--- config.mk ---
export PLATFORM = sky130hd
export DESIGN_NAME = ip_codma_wr_data_engine
export DESIGN_NICKNAME = d
export VERILOG_FILES = /design/src/rtl/ip_codma_fifo_pkg.sv /design/src/rtl/ip_codma_wr_data_engine.sv
export SDC_FILE = /design/constraint.sdc
export NUM_CORES = 1
export LEC_CHECK = 0
export CAP_MARGIN = 25
export CORE_UTILIZATION = 43
export DETAILED_ROUTE_END_ITERATION = 10
export PLACE_DENSITY = 0.77
export SLEW_MARGIN = 20
export SYNTH_ARGS = -nofsm -noshare
export SYNTH_HDL_FRONTEND = slang
export SYNTH_SLANG_ARGS = --single-unit
--- constraint.sdc ---
create_clock -name clk_i -period 3.3 [get_ports clk_i]
set_clock_uncertainty 0.15 [all_clocks]
set_input_delay 0.495 -clock clk_i [delete_from_list [all_inputs] [get_ports clk_i]]
set_output_delay 0.495 -clock clk_i [all_outputs]
set_load 0.005 [all_outputs]
--- src/rtl/ip_codma_fifo_pkg.sv ---
// Shared codma definitions: burst limit, write data engine state encoding,
// and the burst-length selection helper.
package ip_codma_fifo_pkg;

   // Largest burst the write engine will issue, in beats (power of 2, <= 15).
   localparam int unsigned CODMA_MAX_BURST = 8;

   // Write data engine states, exported so the top-level codma FSM can decode them.
   typedef enum logic [2:0] {
      WD_IDLE,
      WD_WAIT_DATA,
      WD_REQ,
      WD_DATA,
      WD_DONE,
      WD_ERR
   } wr_data_state_t;

   // Beats in the next burst: the words still owed, capped at the burst limit.
   function automatic logic [3:0] burst_len_f(input logic [31:0] rem,
                                              input int unsigned max_burst);
      logic [31:0] sel;
      sel = (rem < max_burst) ? rem : 32'(max_burst);
      return 4'(sel);
   endfunction

endpackage

--- src/rtl/ip_codma_wr_data_engine.sv ---
// Write-side data phase engine: waits until the FIFO holds a whole burst,
// requests the bus, then streams the burst out of the FIFO without bubbles.
module ip_codma_wr_data_engine
   import ip_codma_fifo_pkg::*;
#(
   parameter int unsigned DATA_W    = 32,
   parameter int unsigned ADDR_W    = 32,
   parameter int unsigned LEN_W     = 16,
   parameter int unsigned MAX_BURST = CODMA_MAX_BURST
) (
   input  logic              clk_i,
   input  logic              reset_i,
   input  logic              start_i,
   input  logic [ADDR_W-1:0] dst_addr_i,
   input  logic [LEN_W-1:0]  len_words_i,
   output logic              busy_o,
   output logic              done_o,
   output logic              error_o,
   input  logic [DATA_W-1:0] fifo_data_i,
   input  logic [7:0]        fifo_count_i,
   output logic              fifo_rd_o,
   output logic              wr_req_o,
   output logic [ADDR_W-1:0] wr_addr_o,
   output logic [3:0]        wr_len_o,
   input  logic              wr_grant_i,
   output logic              wr_valid_o,
   output logic [DATA_W-1:0] wr_data_o,
   input  logic              wr_ready_i,
   input  logic              wr_error_i
);

   wr_data_state_t    r_state;
   wr_data_state_t    w_next_state;

   logic [ADDR_W-1:0] r_addr;
   logic [LEN_W-1:0]  r_rem;
   logic [3:0]        r_beat_cnt;
   logic [ADDR_W-1:0] r_wr_addr;
   logic [3:0]        r_wr_len;
   logic              r_busy;

   logic [3:0]        w_burst_len;
   logic              w_data_room;
   logic              w_beat_acc;
   logic              w_last_beat;
   logic [LEN_W-1:0]  w_rem_next;
   logic              w_wr_req;
   logic              w_wr_valid;
   logic              w_fifo_rd;
   logic              w_done;
   logic              w_error;

   assign w_burst_len = burst_len_f(32'(r_rem), MAX_BURST);
   assign w_data_room = (fifo_count_i >= {4'd0, w_burst_len});
   assign w_beat_acc  = (r_state == WD_DATA) && wr_ready_i;
   assign w_last_beat = w_beat_acc && (r_beat_cnt == (r_wr_len - 4'd1));
   assign w_rem_next  = r_rem - LEN_W'(r_wr_len);

   // State register.
   always_ff @(posedge clk_i) begin
      // NOTE: sequential state uses non-blocking assignments so every register
      // samples the pre-edge values, independent of block ordering.
      if (reset_i) begin
         r_state <= WD_IDLE;
      end else begin
         r_state <= w_next_state;
      end
   end

   // Next-state and handshake decode.
   always_comb begin
      // NOTE: every output of this block gets a default first, so no path can
      // leave a value unassigned and infer a latch.
      w_next_state = r_state;
      w_wr_req     = 1'b0;
      w_wr_valid   = 1'b0;
      w_fifo_rd    = 1'b0;
      w_done       = 1'b0;
      w_error      = 1'b0;
      unique case (r_state)
         WD_IDLE: begin
            if (start_i) begin
               w_next_state = (len_words_i == '0) ? WD_DONE : WD_WAIT_DATA;
            end
         end
         WD_WAIT_DATA: begin
            if (w_data_room) begin
               w_next_state = WD_REQ;
            end
         end
         WD_REQ: begin
            w_wr_req = 1'b1;
            if (wr_grant_i) begin
               w_next_state = WD_DATA;
            end
         end
         WD_DATA: begin
            w_wr_valid = 1'b1;
            if (wr_ready_i) begin
               // The beat is popped even when it carries an error response.
               w_fifo_rd = 1'b1;
               if (wr_error_i) begin
                  w_next_state = WD_ERR;
               end else if (w_last_beat) begin
                  w_next_state = (w_rem_next == '0) ? WD_DONE : WD_WAIT_DATA;
               end
            end
         end
         WD_DONE: begin
            w_done       = 1'b1;
            w_next_state = WD_IDLE;
         end
         WD_ERR: begin
            w_error      = 1'b1;
            w_next_state = WD_IDLE;
         end
         default: begin
            w_next_state = WD_IDLE;
         end
      endcase
   end

   // Transfer bookkeeping: running address, words still owed, beat counter,
   // and the per-burst request fields.
   always_ff @(posedge clk_i) begin
      // NOTE: the datapath is reset as well as the FSM, so the request fields
      // read 0 after reset rather than echoing an abandoned burst.
      if (reset_i) begin
         r_addr     <= '0;
         r_rem      <= '0;
         r_beat_cnt <= '0;
         r_wr_addr  <= '0;
         r_wr_len   <= '0;
         r_busy     <= 1'b0;
      end else begin
         r_busy <= (w_next_state != WD_IDLE);
         case (r_state)
            WD_IDLE: begin
               if (start_i && (len_words_i != '0)) begin
                  r_addr <= dst_addr_i & ~ADDR_W'(3);
                  r_rem  <= len_words_i;
               end
            end
            WD_WAIT_DATA: begin
               if (w_data_room) begin
                  r_wr_len  <= w_burst_len;
                  r_wr_addr <= r_addr;
               end
            end
            WD_REQ: begin
               if (wr_grant_i) begin
                  r_beat_cnt <= '0;
               end
            end
            WD_DATA: begin
               if (w_beat_acc) begin
                  r_beat_cnt <= r_beat_cnt + 4'd1;
                  if (w_last_beat && !wr_error_i) begin
                     // Address wraps modulo 2^ADDR_W; no boundary handling.
                     r_addr <= r_addr + ADDR_W'({r_wr_len, 2'b00});
                     r_rem  <= w_rem_next;
                  end
               end
            end
            default: begin
            end
         endcase
      end
   end

   assign busy_o     = r_busy;
   assign done_o     = w_done;
   assign error_o    = w_error;
   assign fifo_rd_o  = w_fifo_rd;
   assign wr_req_o   = w_wr_req;
   assign wr_addr_o  = r_wr_addr;
   assign wr_len_o   = r_wr_len;
   assign wr_valid_o = w_wr_valid;
   assign wr_data_o  = fifo_data_i;

endmodule

==> implementation parameters, run 1 <==
Parameter                              Value

Status
  Outcome    completed

Floorplanning
  Core area    12300 um^2
  Area of the die    13300 um^2
  Initial core utilization    44.9%
  Die Y-Extent    115 um
  Horiz. Die Dim    115 um
  Number of top-level pins    168
  Rows    40

Final layout
  Area added between synthesis and finish    22.7%
  Ant diodes    0
  Net total in the final layout    875
  Final core utilization    55.1%
  Fraction of final layout cells sized beyond drive strength 1    7.41%

Synth
  Fraction of synthesis flops using an asynchronous set or reset pin    0%
  Portion of the post-synthesis area used by sequential elements    32.0%
  Cell area after technology mapping    5510 um^2
  Top cell type by total area after synthesis    sky130_fd_sc_hd__dfxtp_1
  Syn avg cell area    7.61 um^2
  Number of different library cells in the post-synthesis netlist    71
  Yosys reg bits    88
  Post-synth top area share    32.0%
  Dominant cell by count in the synthesized netlist    sky130_fd_sc_hd__a21oi_1
  Commonest cells in the synthesized netlist    89 x sky130_fd_sc_hd__a21oi_1, 88 x sky130_fd_sc_hd__dfxtp_1, 70 x sky130_fd_sc_hd__nand2_1, 55 x sky130_fd_sc_hd__o21ai_0, 44 x sky130_fd_sc_hd__nand3_1
  Number of instances in the synthesized netlist    724
  EDFF count, synth    0
  Cell types occupying the most area after synthesis    sky130_fd_sc_hd__dfxtp_1 32%, sky130_fd_sc_hd__a21oi_1 8.1%, sky130_fd_sc_hd__o21ai_0 5.0%
  Dominant register cell in the synthesized netlist    sky130_fd_sc_hd__dfxtp_1
  Synth warnings    0

Power
  Peak supply drop    0.000261 V
  Combinational share of power    27.8%
  Power Density    485 nW/um^2
  Net Sw Frac    32.5%
  Leakage power total    2.47 nW
  Cell-internal power    2.21 mW
  Reg power frac    38.5%
  Share of total power in the clock network    33.7%
  Net switching power    1.07 mW

CTS
  Clk slew on worst S/H paths    0.07 ns
  Buffer depth of the longest clock path    2
  Deepest level of the CTS H-tree    3
  CTS tree    built
  Hold bufs inserted after CTS    0
  Clock net sink count    88
  Clock buffer count from CTS    9
  Latest clock arrival within the worst-skew pair    0.34 ns
  Cell chosen for the clock root    sky130_fd_sc_hd__clkbuf_16

STA
  Total count of hold-check failures in the final report    0
  Transition time of the tightest slew-check pin    0.885 ns
  Min Tclk post-route    3.08 ns
  RSZ-0062 raised after global routing    no
  Hold Worst Slack    0.324 ns
  Maximum operating frequency    324 MHz
  Final total negative setup slack    0 ns
  Max Transition Viols Final    0
  Final critical-path share of the clock period    93.4%
  Worst slew margin relative to its limit    41.0%
  Setup violation total in the final timing report    0

Drt
  Number of remaining DRC errors    0
  Via-to-Cell Ratio    5.97
  Final WL    15.7 mm
  DR pass1 iterations    5
  Wire per inst    16.8 um
  Vias    5591
  Antenna violation net count after detailed routing    0
  Iteration-0 DRC Markers    479

Global route
  Antenna violations before repair    0
  Global route overflow    0
  Global router's overall resource usage    24.0%
  Via count of the first global-routing pass    5272
  Global-route wire length before repair    25.6 mm
  Pin count of the biggest net entering global routing    89

Placed design
  Count of port buffers added during placement    99
  Detailed-placement wirelength estimate    10.7 mm
  Last weighted congestion value of the routability-driven placer    0.878

Worst setup path
  Max Fanout on Critical Path    33
  WS Path Type    flop to flop
  Critical path origin    r_rem[8]
  Endpoint required time on the critical path    3.41 ns
  Launch point of the worst reg-to-reg path    r_rem[8]
  Signal arrival time at the worst endpoint    3.19 ns
  Critical path startpoint category    flop
  Kind of end point of the critical path    flop

Job
  Max-cap violations    0

Hold path
  Min-Delay Startpoint    wr_addr_o[5]
  Worst min path class    flop to flop
[cell type report]
type | instances | area, um^2
inverter | 15 | 56.3
clock buffer | 9 | 225
tap | 168 | 210
sequential | 88 | 1760
timing repair buffer | 116 | 1180
fill | 1113 | 5500
multi-input combinational | 535 | 3240
clock inverter | 6 | 92.6
[through the flow]
stage	setup slack, ns	cells	power [mW]	area, um^2
after floorplan	0.258	725	1.88	5520
after global placement	0.181	922	2.14	6440
after global routing	0.0484	937	3.43	6760
final	0.217	937	3.28	6760
after CTS	0.125	937	3.27	6760
after detailed placement	0.150	922	2.17	6440
[flip-flops by register name, indices dropped and copies added (netlist names)]
signal,cells
r_addr,30
r_rem,16
busy_o,1
r_state,3
wr_len_o,4
r_beat_cnt,4
wr_addr_o,30
[repair_timing]
action / 4_1_cts / 5_1_grt
setup endpoints to repair: 0 / 32
setup buffers: 0 / 0
resized for setup: 0 / 2
[power groups by stage]
| stage | Combinational (mW) | Sequential (mW) | Clock, mW |
|---|---|---|---|
| 2_1_floorplan | 0.632 | 1.25 | 0 |
| 3_3_place_gp | 0.861 | 1.28 | 0 |
| 3_5_place_dp | 0.891 | 1.28 | 0 |
| 4_1_cts | 0.898 | 1.26 | 1.11 |
| 5_1_grt | 0.995 | 1.28 | 1.16 |
| 6_report | 0.911 | 1.26 | 1.11 |
[worst max-delay path, stage by stage, from the launching register on]
cell                       delay (ns)
sky130_fd_sc_hd__dfxtp_1         0.32
sky130_fd_sc_hd__or3_4           0.40
sky130_fd_sc_hd__nand2b_4        0.19
sky130_fd_sc_hd__nor4_4          0.31
sky130_fd_sc_hd__and2_2          0.22
sky130_fd_sc_hd__ha_1            0.22
sky130_fd_sc_hd__nand2b_1        0.14
sky130_fd_sc_hd__a21o_1          0.18
sky130_fd_sc_hd__a21oi_2         0.17
sky130_fd_sc_hd__o21a_2          0.22
sky130_fd_sc_hd__buf_12          0.18
sky130_fd_sc_hd__o21ai_0         0.11
sky130_fd_sc_hd__a21oi_1         0.18
[routing by layer]
metal  track usage [%]  wire length, um
met1              31.3             6800
met2              39.6             7510
met3              3.85             1110
met4              9.35              317
met5                 0                0
[worst paths after layout]
path	to	slack [ns]	cells past startpoint
worst min-delay path	wr_addr_o[5]	0.32	2
worst min register to register	wr_addr_o[5]	0.32	2
worst max register to register	wr_addr_o[17]	0.22	12
worst max-delay path	wr_addr_o[17]	0.22	12
[layout by cell type, fill, tap and decap left out, types with 6 or more instances in the layout]
master,n
sky130_fd_sc_hd__a211oi_1,14
sky130_fd_sc_hd__a21o_1,6
sky130_fd_sc_hd__a21oi_1,88
sky130_fd_sc_hd__a311oi_1,6
sky130_fd_sc_hd__a31oi_1,8
sky130_fd_sc_hd__and2_1,7
sky130_fd_sc_hd__and3_1,8
sky130_fd_sc_hd__buf_4,12
sky130_fd_sc_hd__clkbuf_16,9
sky130_fd_sc_hd__clkdlybuf4s50_1,98
sky130_fd_sc_hd__dfxtp_1,88
sky130_fd_sc_hd__ha_1,14
sky130_fd_sc_hd__inv_1,13
sky130_fd_sc_hd__nand2_1,70
sky130_fd_sc_hd__nand2b_1,6
sky130_fd_sc_hd__nand3_1,44
sky130_fd_sc_hd__nand4_1,10
sky130_fd_sc_hd__nor2_1,42
sky130_fd_sc_hd__nor3_1,18
sky130_fd_sc_hd__o21a_1,9
sky130_fd_sc_hd__o21ai_0,55
sky130_fd_sc_hd__o21ai_1,16
sky130_fd_sc_hd__o31ai_1,10
sky130_fd_sc_hd__o32ai_1,6
sky130_fd_sc_hd__o41ai_1,7
[cells by family (layout without fill, tap and decap cells)]
family	Yosys count	after routing	synth area share (%)
AOI/OAI and AO/OA	254	254	28.1
and+or+nand+nor	252	252	24.2
buffers and inverters	102	146	9.60
DFF	88	88	32.0
adders and majority gates	16	16	3.90
xor gates and xnor gates	7	7	1.36
muxes	4	4	0.817
other	1	2	0.0680
Power figures use the tool's default switching activity.
==> run 2: changes to the inputs <==
--- a/config.mk
+++ b/config.mk
@@ -5,10 +5,11 @@
 export SDC_FILE = /design/constraint.sdc
 export NUM_CORES = 1
 export LEC_CHECK = 0
+export ABC_CLOCK_PERIOD_IN_PS = 2500
 export CAP_MARGIN = 25
-export CORE_UTILIZATION = 43
+export CORE_UTILIZATION = 38
 export DETAILED_ROUTE_END_ITERATION = 10
-export PLACE_DENSITY = 0.77
+export PLACE_DENSITY = 0.7
 export SLEW_MARGIN = 20
 export SYNTH_ARGS = -nofsm -noshare
 export SYNTH_HDL_FRONTEND = slang
==> constraint.sdc (replaced) <==
create_clock -name clk_i -period 2.5 [get_ports clk_i]
set_clock_uncertainty 0.15 [all_clocks]
set_input_delay 0.375 -clock clk_i [delete_from_list [all_inputs] [get_ports clk_i]]
set_output_delay 0.375 -clock clk_i [all_outputs]
set_load 0.005 [all_outputs]
==> run 2 against run 1 <==
- clock power is 43% higher
- the run now ends with negative setup slack left
- maximum frequency is 4.3% higher
- register-to-register slack worse by 0.67 ns
==> implementation parameters, run 2 (synthesis gave the netlist of run 1 again) <==
Parameter                              Value

Status
  Outcome    finished with violations
  Failing checks    negative setup slack

Drt
  Antenna violation net count after detailed routing    0
  Iteration-0 DRC Markers    498
  Wire per inst    16.5 um
  Number of remaining DRC errors    0
  Vias    6006
  DR pass1 iterations    5
  Via-to-Cell Ratio    5.70
  Final WL    17.3 mm

Worst setup path
  Endpoint of the lowest-slack register-to-register path    wr_addr_o[31]
  Number of cells on the critical path    12
  Cell depth of the worst flop-to-flop path    12
  Critical path origin    r_rem[14]
  Setup slack, reg-to-reg    -0.46 ns
  Setup crit end    wr_addr_o[31]
  Critical path's slowest cell    sky130_fd_sc_hd__or4_4
  Launch point of the worst reg-to-reg path    r_rem[14]
  Largest stage delay on the critical path    0.54 ns
  Kind of end point of the critical path    flop
  Kind of cell adding the most delay to the critical path    simple AND/OR/NAND/NOR gates
  WS Path Type    flop to flop
  Signal arrival time at the worst endpoint    3.08 ns
  Endpoint required time on the critical path    2.63 ns
  Number of buffers and inverters on the critical path    2
  Max Fanout on Critical Path    10
  Critical path startpoint category    flop
  Ordered list of cells on the worst path    or4_4, nor4_4, and2_4, ha_4, nand2b_4, a21o_1, a21oi_2, o21a_4, buf_12, buf_4, o21ai_1, a21oi_1

Global route
  Pin count of the biggest net entering global routing    53
  Global router's overall resource usage    23.4%
  Via count of the first global-routing pass    5617
  Antenna violations before repair    0
  Global route overflow    0
  Global-route wire length before repair    27.6 mm

Final layout
  Most frequent cells in the layout    108 x sky130_fd_sc_hd__buf_4, 98 x sky130_fd_sc_hd__clkdlybuf4s50_1, 85 x sky130_fd_sc_hd__dfxtp_1, 80 x sky130_fd_sc_hd__a21oi_1, 69 x sky130_fd_sc_hd__nand2_1
  Leading cell type in the layout, fill and taps excluded    sky130_fd_sc_hd__buf_4
  Final core utilization    56.9%
  Fraction of final layout cells sized beyond drive strength 1    24.9%
  Net total in the final layout    979
  Area added between synthesis and finish    44.5%
  Ant diodes    0

Hold path
  Min-Delay Startpoint    reset_i
  Worst min path class    primary input to flop

Power
  Reg power frac    33.7%
  Leakage power total    3.06 nW
  Total power consumption of the routed design    4.87 mW
  Net Sw Frac    31.6%
  Net switching power    1.54 mW
  Peak supply drop    0.000386 V
  Combinational share of power    33.7%
  Cell-internal power    3.33 mW
  Share of total power in the clock network    32.6%
  Power Density    611 nW/um^2

CTS
  Clk slew on worst S/H paths    0.06 ns
  Buffer depth of the longest clock path    2
  Deepest level of the CTS H-tree    3
  Latest clock arrival within the worst-skew pair    0.35 ns
  CTS tree    built
  Cell chosen for the clock root    sky130_fd_sc_hd__clkbuf_16
  Clock net sink count    88
  Clock buffer count from CTS    9
  Hold bufs inserted after CTS    0

Placed design
  Last weighted congestion value of the routability-driven placer    0.863
  Pre-CTS setup slack    -0.444 ns
  Count of port buffers added during placement    99
  Detailed-placement wirelength estimate    11.9 mm

STA
  Transition time of the tightest slew-check pin    0.539 ns
  Max Transition Viols Final    0
  Final critical-path share of the clock period    118%
  Setup violation total in the final timing report    38
  Total count of hold-check failures in the final report    0
  Worst slew margin relative to its limit    64.1%
  Worst Slack Setup Final    -0.456 ns
  Min Tclk post-route    2.96 ns
  Maximum operating frequency    338 MHz
  Hold Worst Slack    0.233 ns
  RSZ-0062 raised after global routing    yes

Job
  Max-cap violations    0

Floorplanning
  Core area    14000 um^2
  Initial core utilization    39.4%
  Area of the die    15000 um^2
  Number of top-level pins    168
  Horiz. Die Dim    122 um
  Die Y-Extent    122 um
  Rows    43
run 2: changes by cell type in the layout (fill, tap and decap cells not counted), moves of 4 or more:
cell,previous run,this run
sky130_fd_sc_hd__buf_4,12,108
sky130_fd_sc_hd__a21oi_1,88,80
sky130_fd_sc_hd__nand3_1,44,30
sky130_fd_sc_hd__a21oi_2,1,7
sky130_fd_sc_hd__ha_4,0,4
sky130_fd_sc_hd__ha_1,14,10
sky130_fd_sc_hd__o21ai_0,55,26
sky130_fd_sc_hd__buf_6,0,4
sky130_fd_sc_hd__nand3_2,0,14
sky130_fd_sc_hd__o21ai_1,16,44
run 2: through the flow:
step / cells / setup TNS, ns / cell area, um^2
6_report: 1053 / -15.46 / 7970
5_1_grt: 1053 / -21.41 / 7970
4_1_cts: 1048 / -15.09 / 7770
3_5_place_dp: 1026 / -28.31 / 7180
3_3_place_gp: 1026 / -23.98 / 7180
2_1_floorplan: 725 / -10.38 / 5600
run 2: timing repair:
action                     4_1_cts  5_1_grt
hold endpoints to repair         0        0
gates cloned                     1        1
pin swaps                       18       24
setup endpoints to repair       45       62
resized for setup               36       36
setup buffers                    6        8
run 2: power groups by stage:
stage	clock network (mW)	logic [mW]	registers [mW]
3_5_place_dp	0	1.49	1.66
5_1_grt	1.66	1.78	1.66
6_report	1.59	1.64	1.64
4_1_cts	1.60	1.57	1.63
3_3_place_gp	0	1.48	1.66
2_1_floorplan	0	0.866	1.65
run 2: worst min-delay path by stage:
stage	end	slack (ns)	depth (start not counted)
floorplan	r_addr[23]	0.30	2
global placement	wr_addr_o[8]	0.31	2
detailed placement	wr_addr_o[7]	0.32	2
CTS	r_rem[5]	0.23	2
global route	r_rem[10]	0.25	2
finish	r_rem[5]	0.23	2
run 2: worst register-to-register path, delay by kind of cell, from the launching register on:
kind | cells | cell delay [ns]
AO/OA/AOI/OAI | 5 | 0.72
flip-flops | 1 | 0.32
adder cells (fa/ha/maj) | 1 | 0.19
AND/OR/NAND/NOR | 4 | 1.23
buffers and inverters | 2 | 0.29
run 2: layer usage:
metal  track usage [%]  vias to the layer above  wire length [um]
met5                 0                        -                 0
met4              10.1                        0               425
met3              3.72                       34               937
met2              37.9                      208              8280
met1              30.8                     2857              7690
li1                  -                     2907                 -
run 2: area by class of cell:
cell class / count / area, um^2
inverter: 15 / 56.3
multi-input combinational: 535 / 3550
sequential: 88 / 1770
clock inverter: 5 / 105
fill: 1253 / 6020
clock buffer: 10 / 239
timing repair buffer: 220 / 2020
tap: 180 / 225
==> run 3: changes to the inputs <==
--- a/config.mk
+++ b/config.mk
@@ -5,11 +5,12 @@
 export SDC_FILE = /design/constraint.sdc
 export NUM_CORES = 1
 export LEC_CHECK = 0
+export ABC_AREA = 1
 export ABC_CLOCK_PERIOD_IN_PS = 2500
 export CAP_MARGIN = 25
 export CORE_UTILIZATION = 38
 export DETAILED_ROUTE_END_ITERATION = 10
-export PLACE_DENSITY = 0.7
+export PLACE_DENSITY = 0.69
 export SLEW_MARGIN = 20
 export SYNTH_ARGS = -nofsm -noshare
 export SYNTH_HDL_FRONTEND = slang
==> run 3 against run 2 <==
- the run still ends with negative setup slack left
- global-route usage decreased by 1.3 points
- maximum frequency increased by 11%
- final area decreased by 2.3%
- sequential share of layout area increased by 0.59 points
- power increased by 0.30%
- synthesized area increased by 2.6%
- worst hold slack improved by 0.10 ns
- combinational power increased by 13%
- critical path type unchanged
- largest power group is now combinational logic
- highest routed layer unchanged
==> implementation parameters, run 3 <==
Parameter                              Value

Drt
  Iteration-0 DRC Markers    569
  Number of remaining DRC errors    0
  Vias    6048
  Top layer used by detailed routing    met4
  Met1 Wirelength    7.76 mm
  Via-to-Cell Ratio    5.15
  Antenna violation net count after detailed routing    0
  Wire per inst    14.6 um
  Routed wl met2    7.93 mm
  Met3 routed WL    1.17 mm
  Final WL    17.2 mm
  DR pass1 iterations    7

Final layout
  Area added between synthesis and finish    37.6%
  Final core utilization    53.6%
  Most frequent cells in the layout    172 x sky130_fd_sc_hd__nand2_1, 99 x sky130_fd_sc_hd__clkdlybuf4s50_1, 81 x sky130_fd_sc_hd__dfxtp_1, 77 x sky130_fd_sc_hd__nor2_1, 76 x sky130_fd_sc_hd__buf_4
  Fraction of final layout cells sized beyond drive strength 1    20.9%
  Net total in the final layout    1096
  Ant diodes    0
  Post-route cell area    7780 um^2
  Leading cell type in the layout, fill and taps excluded    sky130_fd_sc_hd__nand2_1

Synth
  EDFF count, synth    0
  Dominant register cell in the synthesized netlist    sky130_fd_sc_hd__dfxtp_1
  Portion of the post-synthesis area used by sequential elements    31.2%
  Dominant cell by count in the synthesized netlist    sky130_fd_sc_hd__nand2_1
  Number of different library cells in the post-synthesis netlist    49
  Top cell type by total area after synthesis    sky130_fd_sc_hd__dfxtp_1
  Number of instances in the synthesized netlist    856
  Cell types occupying the most area after synthesis    sky130_fd_sc_hd__dfxtp_1 31%, sky130_fd_sc_hd__nand2_1 12%, sky130_fd_sc_hd__o21ai_0 6.5%
  Commonest cells in the synthesized netlist    178 x sky130_fd_sc_hd__nand2_1, 97 x sky130_fd_sc_hd__nor2_1, 88 x sky130_fd_sc_hd__dfxtp_1, 82 x sky130_fd_sc_hd__inv_1, 73 x sky130_fd_sc_hd__o21ai_0
  Post-synth top area share    31.2%
  Yosys reg bits    88
  Synth warnings    0
  Cell area after technology mapping    5660 um^2
  Syn avg cell area    6.61 um^2
  Fraction of synthesis flops using an asynchronous set or reset pin    0%

Floorplanning
  Die Y-Extent    124 um
  Initial core utilization    38.9%
  Number of top-level pins    168
  Area of the die    15400 um^2
  Horiz. Die Dim    124 um
  Rows    44
  Core area    14500 um^2

Job
  Max-cap violations    0

STA
  Hold Worst Slack    0.333 ns
  Final total negative setup slack    -5.07 ns
  Min Tclk post-route    2.67 ns
  RSZ-0062 raised after global routing    yes
  Final critical-path share of the clock period    107%
  Worst Slack Setup Final    -0.173 ns
  Maximum operating frequency    374 MHz
  Max Transition Viols Final    0
  Total count of hold-check failures in the final report    0
  Setup violation total in the final timing report    36

Power
  Power Density    627 nW/um^2
  Share of total power in the clock network    26.3%
  Net switching power    1.76 mW
  Combinational share of power    38.2%
  Total power consumption of the routed design    4.88 mW
  Peak supply drop    0.000296 V
  Leakage power total    3.15 nW
  Reg power frac    35.5%
  Net Sw Frac    36.1%
  Cell-internal power    3.12 mW

Global route
  Global router's overall resource usage    22.1%
  Pin count of the biggest net entering global routing    62
  Via count of the first global-routing pass    5328
  Global route overflow    0
  Global-route wire length before repair    26.1 mm
  Antenna violations before repair    0

Worst setup path
  Kind of cell adding the most delay to the critical path    simple AND/OR/NAND/NOR gates
  Critical path's slowest cell    sky130_fd_sc_hd__dfxtp_2
  Critical path startpoint category    flop
  Max Fanout on Critical Path    10
  Signal arrival time at the worst endpoint    2.76 ns
  Kind of end point of the critical path    flop
  WS Path Type    flop to flop
  Largest stage delay on the critical path    0.32 ns
  Ordered list of cells on the worst path    nor2_2, nand2_2, nor2_4, and3_4, inv_4, nor2_4, inv_2, ha_4, inv_2, nor2_1, o211ai_1, nand4_1, nand2_2, clkinv_4, buf_12, o21ai_2, a21oi_1
  Number of buffers and inverters on the critical path    5
  Endpoint required time on the critical path    2.59 ns

CTS
  Hold bufs inserted after CTS    0
  Buffer depth of the longest clock path    2
  CTS tree    built
  Clk slew on worst S/H paths    0.07 ns
  Clock buffer count from CTS    9
  Deepest level of the CTS H-tree    3
  Clock net sink count    88
  Cell chosen for the clock root    sky130_fd_sc_hd__clkbuf_16
  Latest clock arrival within the worst-skew pair    0.36 ns

Placed design
  Detailed-placement wirelength estimate    12.1 mm
  Post-placement cell area    7000 um^2
  Count of port buffers added during placement    99
  Last weighted congestion value of the routability-driven placer    0.917

Status
  Outcome    finished with violations
  Failing checks    negative setup slack

Hold path
  Worst min path class    flop to flop
## run 3: worst reg2reg max path, stage by stage (launching register included)
cell and delay [ns]:
sky130_fd_sc_hd__dfxtp_2 0.32, sky130_fd_sc_hd__nor2_2 0.13, sky130_fd_sc_hd__nand2_2 0.07, sky130_fd_sc_hd__nor2_4 0.11
sky130_fd_sc_hd__and3_4 0.21, sky130_fd_sc_hd__inv_4 0.04, sky130_fd_sc_hd__nor2_4 0.10, sky130_fd_sc_hd__inv_2 0.05
sky130_fd_sc_hd__ha_4 0.22, sky130_fd_sc_hd__inv_2 0.04, sky130_fd_sc_hd__nor2_1 0.04, sky130_fd_sc_hd__o211ai_1 0.19
sky130_fd_sc_hd__nand4_1 0.22, sky130_fd_sc_hd__nand2_2 0.20, sky130_fd_sc_hd__clkinv_4 0.13, sky130_fd_sc_hd__buf_12 0.17
sky130_fd_sc_hd__o21ai_2 0.11, sky130_fd_sc_hd__a21oi_1 0.06
## run 3: power by group through the flow
stage | combinational, mW | clock (mW) | sequential [mW]
final | 1.86 | 1.29 | 1.73
after global placement | 1.62 | 0 | 1.74
after detailed placement | 1.64 | 0 | 1.74
after global routing | 2.06 | 1.36 | 1.75
after CTS | 1.74 | 1.30 | 1.72
after floorplan | 0.999 | 0 | 1.73
## run 3: timing repair
item,4_1_cts,5_1_grt
buffers inserted,16,11
gates cloned,2,1
endpoints found under the setup margin,39,51
resized for setup,54,64
pin swaps,12,20
## run 3: final timing paths
path	start	to	slack [ns]	cells past startpoint
worst min-delay path	wr_addr_o[17]	wr_addr_o[17]	0.33	2
worst min register to register	wr_addr_o[17]	wr_addr_o[17]	0.33	2
worst max-delay path	r_rem[10]	wr_addr_o[13]	-0.17	17
worst max register to register	r_rem[10]	wr_addr_o[13]	-0.17	17
## run 3: per-layer routing
| layer | vias up | track usage, % |
|---|---|---|
| met1 | 2749 | 29.8 |
| met5 | - | 0 |
| li1 | 3081 | - |
| met4 | 0 | 7.96 |
| met2 | 191 | 35.6 |
| met3 | 27 | 3.66 |
## run 3: logic make-up after synthesis
logic type	count (synthesis)	share of synthesized area (%)
AOI/OAI and AO/OA	190	18.7
other	1	0.0663
buffers and inverters	159	13.5
adders and majority gates	16	3.81
muxes	1	0.199
xor gates and xnor gates	4	0.620
and+or+nand+nor	397	32.1
DFF	88	31.2
## run 3: final cells by class
class | instances | area (um^2)
Sequential cell | 88 | 1770
Timing Repair Buffer | 186 | 1740
Tap cell | 184 | 230
Clock inverter | 7 | 47.5
Fill cell | 1419 | 6750
Clock buffer | 9 | 225
Multi-Input combinational cell | 611 | 3420
Inverter | 90 | 347
## run 3: metrics by stage
stage,worst slack (ns),std cells
finish,-0.173,1175
global route,-0.343,1175
CTS,-0.117,1166
detailed placement,-0.267,1134
global placement,-0.210,1134
floorplan,0.0110,857
